### src/rtl/mem_arb_pkg.sv
// Shared control constants for the processor memory path: arbiter state
// encoding, datapath widths and the default fetch starvation limit.
package mem_arb_pkg;

  localparam int unsigned WORD_W           = 16;
  localparam int unsigned WAIT_W           = 3;
  localparam int unsigned MAX_WAIT_DEFAULT = 4;

  typedef enum logic [1:0] {
    IDLE    = 2'd0,
    BUSY_IF = 2'd1,
    BUSY_DM = 2'd2,
    HALTED  = 2'd3
  } arbState_t;

  // Word accesses only; an odd address cannot be issued to memory.
  function automatic logic isUnaligned(input logic [WORD_W-1:0] addr);
    return addr[0];
  endfunction

endpackage

### src/rtl/mem_arb_wait_cnt.sv
// Fetch starvation counter: counts data grants taken while a fetch is
// waiting, saturating at MAX_WAIT; any fetch grant clears it.
module arb_wait_cnt
  import mem_arb_pkg::*;
#(
  parameter int unsigned MAX_WAIT = MAX_WAIT_DEFAULT
) (
  input  logic clk,
  input  logic rst_n,
  input  logic ifReq,
  input  logic ifGrant,
  input  logic dmGrant,
  output logic atMax
);

  localparam logic [WAIT_W-1:0] MaxCnt = WAIT_W'(MAX_WAIT);

  logic [WAIT_W-1:0] cnt;

  // Count data grants that bypass a pending fetch; clear when the fetch wins
  always_ff @(posedge clk or negedge rst_n) begin
    if (!rst_n) begin
      cnt <= '0;
    end else if (ifGrant) begin
      cnt <= '0;
    end else if (dmGrant && ifReq && (cnt != MaxCnt)) begin
      cnt <= cnt + WAIT_W'(1);
    end
  end

  assign atMax = (cnt == MaxCnt);

endmodule

### src/rtl/mem_arb.sv
// Two-requester memory arbiter: instruction fetch and data access share one
// single-outstanding memory port. Data has priority, bounded by a fetch
// starvation limit; halt parks the arbiter until reset.
module mem_arb
  import mem_arb_pkg::*;
#(
  parameter int unsigned MAX_WAIT = MAX_WAIT_DEFAULT
) (
  input  logic              clk,
  input  logic              rst_n,
  input  logic              if_req,
  input  logic [WORD_W-1:0] if_addr,
  output logic              if_done,
  input  logic              dm_req,
  input  logic              dm_wr,
  input  logic [WORD_W-1:0] dm_addr,
  input  logic [WORD_W-1:0] dm_wdata,
  output logic              dm_done,
  output logic [WORD_W-1:0] rdata,
  output logic              mem_en,
  output logic              mem_wr,
  output logic [WORD_W-1:0] mem_addr,
  output logic [WORD_W-1:0] mem_wdata,
  input  logic [WORD_W-1:0] mem_rdata,
  input  logic              mem_done,
  input  logic              halt,
  output logic              halted,
  output logic              err
);

  arbState_t state;
  logic      grantIf;
  logic      grantDm;
  logic      starved;
  logic      busy;

  arb_wait_cnt #(.MAX_WAIT(MAX_WAIT)) waitCnt (
    .clk    (clk),
    .rst_n  (rst_n),
    .ifReq  (if_req),
    .ifGrant(grantIf),
    .dmGrant(grantDm),
    .atMax  (starved)
  );

  // Grant decision while idle: halt outranks both, data outranks a non-starved fetch
  always_comb begin
    grantIf = 1'b0;
    grantDm = 1'b0;
    if ((state == IDLE) && !halt) begin
      if (dm_req && !(if_req && starved)) begin
        grantDm = 1'b1;
      end else if (if_req) begin
        grantIf = 1'b1;
      end
    end
  end

  // Arbiter FSM with registered memory strobes; mem_en and err are one-cycle pulses
  always_ff @(posedge clk or negedge rst_n) begin
    if (!rst_n) begin
      state     <= IDLE;
      mem_en    <= 1'b0;
      mem_wr    <= 1'b0;
      mem_addr  <= '0;
      mem_wdata <= '0;
      err       <= 1'b0;
      halted    <= 1'b0;
    end else begin
      mem_en <= 1'b0;
      err    <= 1'b0;
      case (state)
        IDLE: begin
          if (halt) begin
            state  <= HALTED;
            halted <= 1'b1;
          end else if (grantDm) begin
            state     <= BUSY_DM;
            mem_wr    <= dm_wr;
            mem_addr  <= dm_addr;
            mem_wdata <= dm_wr ? dm_wdata : '0;
            if (isUnaligned(dm_addr)) err <= 1'b1;
            else                      mem_en <= 1'b1;
          end else if (grantIf) begin
            state     <= BUSY_IF;
            mem_wr    <= 1'b0;
            mem_addr  <= if_addr;
            mem_wdata <= '0;
            if (isUnaligned(if_addr)) err <= 1'b1;
            else                      mem_en <= 1'b1;
          end
        end
        BUSY_IF, BUSY_DM: begin
          // err marks a rejected access that completes in its first cycle
          if (mem_done || err) state <= IDLE;
        end
        HALTED: state <= HALTED;
        default: state <= IDLE;
      endcase
    end
  end

  assign busy = (state == BUSY_IF) || (state == BUSY_DM);

  // Completion follows mem_done directly; err stands in for it on a rejected access
  assign if_done = (state == BUSY_IF) && (mem_done || err);
  assign dm_done = (state == BUSY_DM) && (mem_done || err);
  assign rdata   = busy ? mem_rdata : '0;

endmodule

### config.mk
export PLATFORM = sky130hd
export DESIGN_NAME = mem_arb
export DESIGN_NICKNAME = d
export VERILOG_FILES = /design/src/rtl/mem_arb_pkg.sv /design/src/rtl/mem_arb_wait_cnt.sv /design/src/rtl/mem_arb.sv
export SDC_FILE = /design/constraint.sdc
export NUM_CORES = 1
export LEC_CHECK = 0
export CAP_MARGIN = 5
export CORE_ASPECT_RATIO = 0.9
export CORE_MARGIN = 5
export CORE_UTILIZATION = 40
export CTS_CLUSTER_SIZE = 28
export DETAILED_ROUTE_END_ITERATION = 16
export GPL_TIMING_DRIVEN = 0
export PLACE_DENSITY = 0.86
export SETUP_SLACK_MARGIN = 0.1
export SLEW_MARGIN = 20
export SYNTH_ARGS = -nofsm -noshare
export SYNTH_HDL_FRONTEND = slang
export SYNTH_HIERARCHICAL = 1
export SYNTH_SLANG_ARGS = --single-unit
### constraint.sdc
create_clock -name clk -period 2.8 [get_ports clk]
set_input_delay 0.42 -clock clk [delete_from_list [all_inputs] [get_ports clk]]
set_output_delay 0.42 -clock clk [all_outputs]
set_load 0.005 [all_outputs]
==> results.ini, run 1 <==
[run_status]
status = complete, no violations

[placement]
dp_slack_ps = 414
place.gp.congestion = 0.810
portBuffers = 123
dp_hpwl_mm = 4.79

[power_and_ir_drop]
power_density_nw_per_um2 = 939
ir_drop_uv = 532
p_leak_uw = 0.00158

[clocking]
clock_path_buffers = 2
clock-sinks = 41
ctsHoldBuffers = 0
cts-buffers-inserted = 5
cts_setup_buffers = 0
clk_latency_ps = 290
cts_max_level = 2
clk_pin_slew_ps = 80
cts_root_buf = clkbuf_8
post_cts_resized = 0
cts_tree = yes

[timing]
hold_viol = 0
grt_setup_unrepaired = false
drv_slew = 0
period_needed_ps = 2510
skew_ps = 10.5
fin_setup_tns_ps = 0
relSlewSlack = 0.625
finalWorstSetupSlack_ps = 294
setup_viol = 0
tightest_slew_ps = 559
max_freq_mhz = 399
finalCritPeriodShare = 0.895

[routing]
drtPass1Iterations = 4
wl_mm = 5.97
post_drt_wl_per_cell_um = 15.6
antenna_left = 0
route.detailed.drc = 0
drt-initial-drc-count = 59
viasPerCell = 4.91
vias = 1877

[synth]
syn_area_sq_um = 2050
async_flop_share = 1.00
synth_area_leaders = dfrtp_1 50%, mux2i_1 8.8%, a22o_1 7.3%
yosys_warnings = 6
seq_area_frac_synth = 0.501
synthCells = 185
yosysTopAreaCell = dfrtp_1
syn_area_per_cell_sq_um = 11.1
yosys.area.top_type_share = 0.501
synth_flop_cell = dfrtp_1
synth_seq_cells = 41
synth.distinct_cells = 35
syn-num-nets = 263
synth_edf_count = 0

[critical_path]
startpoint_type = flop
required_ps = 2380
arrival_ps = 2090
slowest_delay_ps = 500
r2r-start = state[1]
cp_max_fo = 10
crit_path_top_delay_cell = clkdlybuf4s50_1
end_kind = primary output
path_class = flop to primary output
timing.critical_path.buf_inv = 3
path_cells = inv_1 > ha_1 > clkbuf_2 > and2_1 > clkdlybuf4s50_1
critPathLaunch = state[0]
path_delay_family = buffers and inverters

[finish]
syn_to_final_growth_pct = 71.6
drive_above_1_share = 0.0757
nNetsFinal = 394
antenna_cells = 0

[die]
core_area_sq_um = 4890
die_area_sq_um = 6650
die-width_um = 85.4
die_h_um = 77.9
start_util = 0.418
num_rows = 24
io_pins = 125

[grt]
grt_usage = 0.182
grt_overflow_total = 0
grt_pass1_vias = 1992
antenna_found_initial = 0
grt_pass1_wl_mm = 9.63
grt_max_degree = 31

[min_path]
hold_class = input port to asynchronous set/reset pin

[run]
cap_violations = 0

-- sequential cells by signal (all words and copies together) (netlist names) --
register and cells:
err 1, halted 1, mem_addr 16, mem_en 1, mem_wdata 16, mem_wr 1, state 2, waitCnt/cnt 3
-- worst reg2reg max path, cell delays in order, from the launching register on --
cell and delay (ps):
dfrtp_1 400, inv_1 130, ha_1 240, and2b_1 230, nand3_1 300, inv_1 240
nand2_2 90, nor2_4 120, mux2_4 300
-- cells by family (layout without fill, tap and decap cells) --
logic type	after synthesis	count (layout)	share of synthesized area
DFF	41	41	0.501
and+or+nand+nor	54	54	0.155
buffers and inverters	19	151	0.0495
AOI/OAI and AO/OA	45	45	0.156
adders and majority gates	7	7	0.0428
muxes	19	19	0.0953
-- power by group --
part | switching (uW) | internal (uW)
Clock | 211 | 359
Sequential | 150 | 860
Combinational | 638 | 1080
-- Yosys cell counts, types with 2 or more instances --
master	number
dfrtp_1	41
mux2i_1	18
a21oi_1	17
a22o_1	17
nor3_1	17
and2_1	16
inv_1	8
ha_1	7
nor2_1	6
a21o_1	3
buf_2	3
buf_4	3
nand2b_1	3
buf_6	2
clkbuf_1	2
nand3_1	2
nor2b_1	2
-- cell usage in the layout, fill, tap and decap left out, types with 2 or more instances in the layout --
master,instances
and2_1,16
a22o_1,17
buf_6,2
nand2b_1,3
inv_1,8
bufinv_16,2
mux2i_1,18
a21oi_1,17
dfrtp_1,41
ha_1,7
buf_2,4
clkbuf_8,5
nor2b_1,2
nor2_1,6
a21o_1,3
clkdlybuf4s50_1,122
nor3_1,17
nand3_1,2
buf_4,3
-- per-stage QoR --
stage	util	total power [uW]	std cells	hold slack [ps]	instance area, sq um
6_report	0.718	3300	382	10.6	3510
3_3_place_gp	0.687	2680	373	443	3360
3_5_place_dp	0.690	2750	374	321	3380
2_1_floorplan	-	1740	185	124	2050
5_1_grt	0.718	3540	382	14.3	3510
4_1_cts	0.718	3330	382	12.4	3510
-- metal layers --
| layer | part of all wire | global-route usage | vias up |
|---|---|---|---|
| li1 | - | - | 921 |
| met1 | 0.41 | 0.213 | 897 |
| met2 | 0.53 | 0.334 | 54 |
| met3 | 0.056 | 0.0498 | 5 |
| met4 | 0.0052 | 0.0364 | 0 |
| met5 | 0 | 0 | - |
-- area by class of cell --
cell class / count / area (sq um)
fillers: 365 / 1380
repair buffers: 124 / 1250
flip-flops and latches: 41 / 1030
multi-input cells: 125 / 921
well taps: 65 / 81.3
plain buffers: 11 / 72.6
clock buffers: 5 / 68.8
clock inverters: 3 / 68.8
inverters: 8 / 30.0
-- final timing paths --
kind	endpoint	cells after the start	slack (ps)
min in group clk	halted	1	460
hold reg to reg	halted	1	460
max in group asynchronous	mem_wdata[4]	2	2340
hold / removal	mem_addr[2]	1	10
setup / recovery	rdata[9]	5	290
setup reg to reg	waitCnt/cnt[0]	8	610
Power figures use the tool's default switching activity.
==> run 2, diff against run 1 <==
Settings changed: CAP_MARGIN 5 to 0, CORE_UTILIZATION 40 to 41, SYNTH_HIERARCHICAL 1 to unset.
==> run 2 against run 1 <==
Against the previous run: sequential share of layout area fell by 0.42 points; utilization rose by 0.60 points; clock-buffer cell count grew 2; largest power group unchanged; power fell by 1.6%; critical path type unchanged; combinational power is essentially flat; hold slack gained 35 ps.
==> results.ini, run 2 <==
[grt]
antenna_found_initial = 0  ; unchanged
grt_overflow_total = 0  ; unchanged
grt_usage = 0.208  ; was 0.182
grt_pass1_vias = 2233  ; was 1992
grt_max_degree = 27  ; was 31
grt_pass1_wl_mm = 11.3  ; was 9.63 mm

[timing]
skew_ps = 7.07  ; was 10.5 ps
fin_setup_tns_ps = 0  ; unchanged
grt_setup_unrepaired = false  ; unchanged
finalCritPeriodShare = 0.891  ; was 0.895
tightest_slew_ps = 431  ; was 559 ps
hold_viol = 0  ; unchanged
period_needed_ps = 2500  ; was 2510 ps
relSlewSlack = 0.712  ; was 0.625
setup_viol = 0  ; unchanged
max_freq_mhz = 401  ; was 399 MHz
drv_slew = 0  ; unchanged

[clocking]
cts-buffers-inserted = 5  ; unchanged
cts_tree = yes  ; unchanged
cts_root_buf = clkbuf_8  ; unchanged
clk_pin_slew_ps = 70  ; was 80 ps
cts_setup_buffers = 0  ; unchanged
clock-sinks = 41  ; unchanged
clk_latency_ps = 290  ; about the same
cts_max_level = 2  ; unchanged
clock_path_buffers = 2  ; unchanged

[critical_path]
end_kind = primary output  ; unchanged
path_class = flop to primary output  ; unchanged
reg2reg_slack_ps = 870  ; was 610 ps
r2r_end = mem_addr[12]  ; was waitCnt/cnt[0]
crit_path_top_delay_cell = clkdlybuf4s50_1  ; unchanged
cp_max_fo = 10  ; unchanged
arrival_ps = 2080  ; was 2090 ps
startpoint_type = flop  ; unchanged
ff2ff_path_depth = 7  ; was 8
slowest_delay_ps = 530  ; was 500 ps
path_cells = inv_1 > ha_1 > clkbuf_2 > and2_1 > clkdlybuf4s50_1  ; unchanged
required_ps = 2380  ; about the same
r2r-start = state[0]  ; was state[1]

[power_and_ir_drop]
p_leak_uw = 0.00145  ; was 0.00158 uW
power_density_nw_per_um2 = 910  ; was 939 nW/um^2
ir_drop_uv = 498  ; was 532 uV
p_switching_uw = 1030  ; was 999 uW
intPower_uw = 2210  ; was 2300 uW
clkPwrFrac = 0.148  ; was 0.173
swShare = 0.318  ; was 0.303
p_seq_frac = 0.312  ; was 0.306
p_comb_frac = 0.540  ; was 0.521

[finish]
layout_common_cells = 122 x clkdlybuf4s50_1, 41 x dfrtp_1, 16 x and2_1, 16 x a22o_1  ; was 122 x clkdlybuf4s50_1, 41 x dfrtp_1, 18 x mux2i_1
nFillCells = 379  ; was 365
syn_to_final_growth_pct = 68.1  ; was 71.6%
stdcell_count = 397  ; was 382
antenna_cells = 0  ; unchanged
reg_top3 = mem_addr x16, mem_wdata x16, waitCnt.cnt x3  ; was mem_addr x16, mem_wdata x16, waitCnt/cnt x3
register_area_sq_um = 1030  ; unchanged
multiInputGateArea_sq_um = 956  ; was 921 sq um
drive_above_1_share = 0.0934  ; was 0.0757
final_common_cell = clkdlybuf4s50_1  ; unchanged
nNetsFinal = 409  ; was 394

[synth]
synthCells = 200  ; was 185
synth_seq_cells = 41  ; unchanged
yosys_warnings = 0  ; was 6
synth_commonest_cells = 41 x dfrtp_1, 16 x a22o_1, 16 x and2_1  ; was 41 x dfrtp_1, 18 x mux2i_1, 17 x a21oi_1, 17 x a22o_1, 17 x nor3_1
synth_area_leaders = dfrtp_1 48%, a22o_1 6.6%, o211ai_1 5.3%  ; was dfrtp_1 50%, mux2i_1 8.8%, a22o_1 7.3%
syn_area_per_cell_sq_um = 10.6  ; was 11.1 sq um
async_flop_share = 1.00  ; unchanged
seq_area_frac_synth = 0.484  ; was 0.501
synth_flop_cell = dfrtp_1  ; unchanged
syn_area_sq_um = 2120  ; was 2050 sq um
yosys.area.top_type_share = 0.484  ; was 0.501
syn-num-nets = 278  ; was 263
yosysMostFrequentCell = dfrtp_1  ; unchanged
synth.distinct_cells = 38  ; was 35
synth_edf_count = 0  ; unchanged
yosysTopAreaCell = dfrtp_1  ; unchanged

[placement]
dp_hpwl_mm = 5.34  ; was 4.79 mm
portBuffers = 123  ; unchanged
place.gp.congestion = 0.788  ; was 0.810
dpl.cell_count = 389  ; was 374

[die]
start_util = 0.431  ; was 0.418
io_pins = 125  ; unchanged
num_rows = 24  ; unchanged
core_area_sq_um = 4920  ; was 4890 sq um
die_h_um = 78.2  ; was 77.9 um
die_area_sq_um = 6710  ; was 6650 sq um
die-width_um = 85.8  ; was 85.4 um

[run]
cap_violations = 0  ; unchanged

[routing]
vias = 2160  ; was 1877
post_drt_wl_per_cell_um = 17.1  ; was 15.6 um
viasPerCell = 5.44  ; was 4.91
antenna_left = 0  ; unchanged
drt-initial-drc-count = 147  ; was 59
wl_mm = 6.80  ; was 5.97 mm
route.detailed.drc = 0  ; unchanged
drtPass1Iterations = 4  ; unchanged

[run_status]
status = complete, no violations  ; unchanged

[min_path]
hold_class = input port to asynchronous set/reset pin  ; unchanged

-- run 2: cell types whose count changed in the layout (fill, tap and decap cells not counted), moves of 4 or more --
| cell | change |
|---|---|
| nand3_1 | +13 |
| nand4_1 | +15 |
| a21oi_1 | -15 |
| nor3_1 | -17 |
| mux2i_1 | -18 |
| o21ai_0 | +15 |
| clkbuf_1 | +4 |
| o211ai_1 | +15 |
-- run 2: per-layer routing --
metal	track usage	vias to the layer above	part of all wire
met2	0.358	95	0.51
met3	0.0513	5	0.075
met1	0.272	1040	0.41
li1	-	1020	-
met5	0	-	0
met4	0.0332	0	0.0043
-- run 2: cell families (layout without fill, tap and decap cells) --
family,after synthesis,in the layout,synth area share
adder cells (fa/ha/maj),7,7,0.0413
flip-flops,41,41,0.484
AND/OR/NAND/NOR,63,63,0.191
AO/OA/AOI/OAI,64,64,0.219
buffers and inverters,25,157,0.0655
-- run 2: worst max-delay path: cells and delay by family, from the launching register on --
| kind | cells | cell delay [ps] |
|---|---|---|
| buffers and inverters | 3 | 850 |
| DFF | 1 | 380 |
| and+or+nand+nor | 1 | 150 |
| adders and majority gates | 1 | 410 |
-- run 2: area by class of cell --
cell class	instances	area share
multi-input cells	134	0.268
flip-flops and latches	41	0.288
inverters	7	0.00737
clock buffers	7	0.0242
repair buffers	124	0.349
clock inverters	1	0.00842
well taps	65	0.0228
plain buffers	18	0.0319
-- run 2: worst max-delay path by stage --
stage / endpoint / slack, ps / cells past startpoint / startpoint
finish: rdata[13] / 300 / 5 / state[0]
global route: rdata[13] / 110 / 5 / state[0]
CTS: rdata[13] / 170 / 5 / state[0]
detailed placement: rdata[13] / 490 / 5 / state[0]
global placement: mem_addr[10] / 310 / 1 / rst_n
floorplan: mem_wdata[0] / 1210 / 7 / state[0]
-- run 2: stage by stage --
stage          cell area [sq um]  setup slack, ps  power [uW]  hold slack [ps]  utilization
2_1_floorplan               2120             1210        1740              124            -
3_3_place_gp                3430              307        2720              441        0.697
3_5_place_dp                3450              493        2780              366        0.700
4_1_cts                     3560              166        3280             48.6        0.724
5_1_grt                     3570              113        3500             56.0        0.724
6_report                    3570              304        3240             46.1        0.724
-- run 2: power groups by stage --
stage                     combinational [uW]  clock (uW)  sequential (uW)
final                                   1750         481             1010
after global placement                  1710           0             1000
after floorplan                          721           0             1020
after detailed placement                1760           0             1020
after CTS                               1770         494             1010
after global routing                    1930         526             1050
-- run 2: timing repair --
action | CTS | global route
endpoints found under the hold margin | 0 | 0
setup endpoints to repair | 0 | 10
hold buffers | 0 | 0
resized for setup | 0 | 2
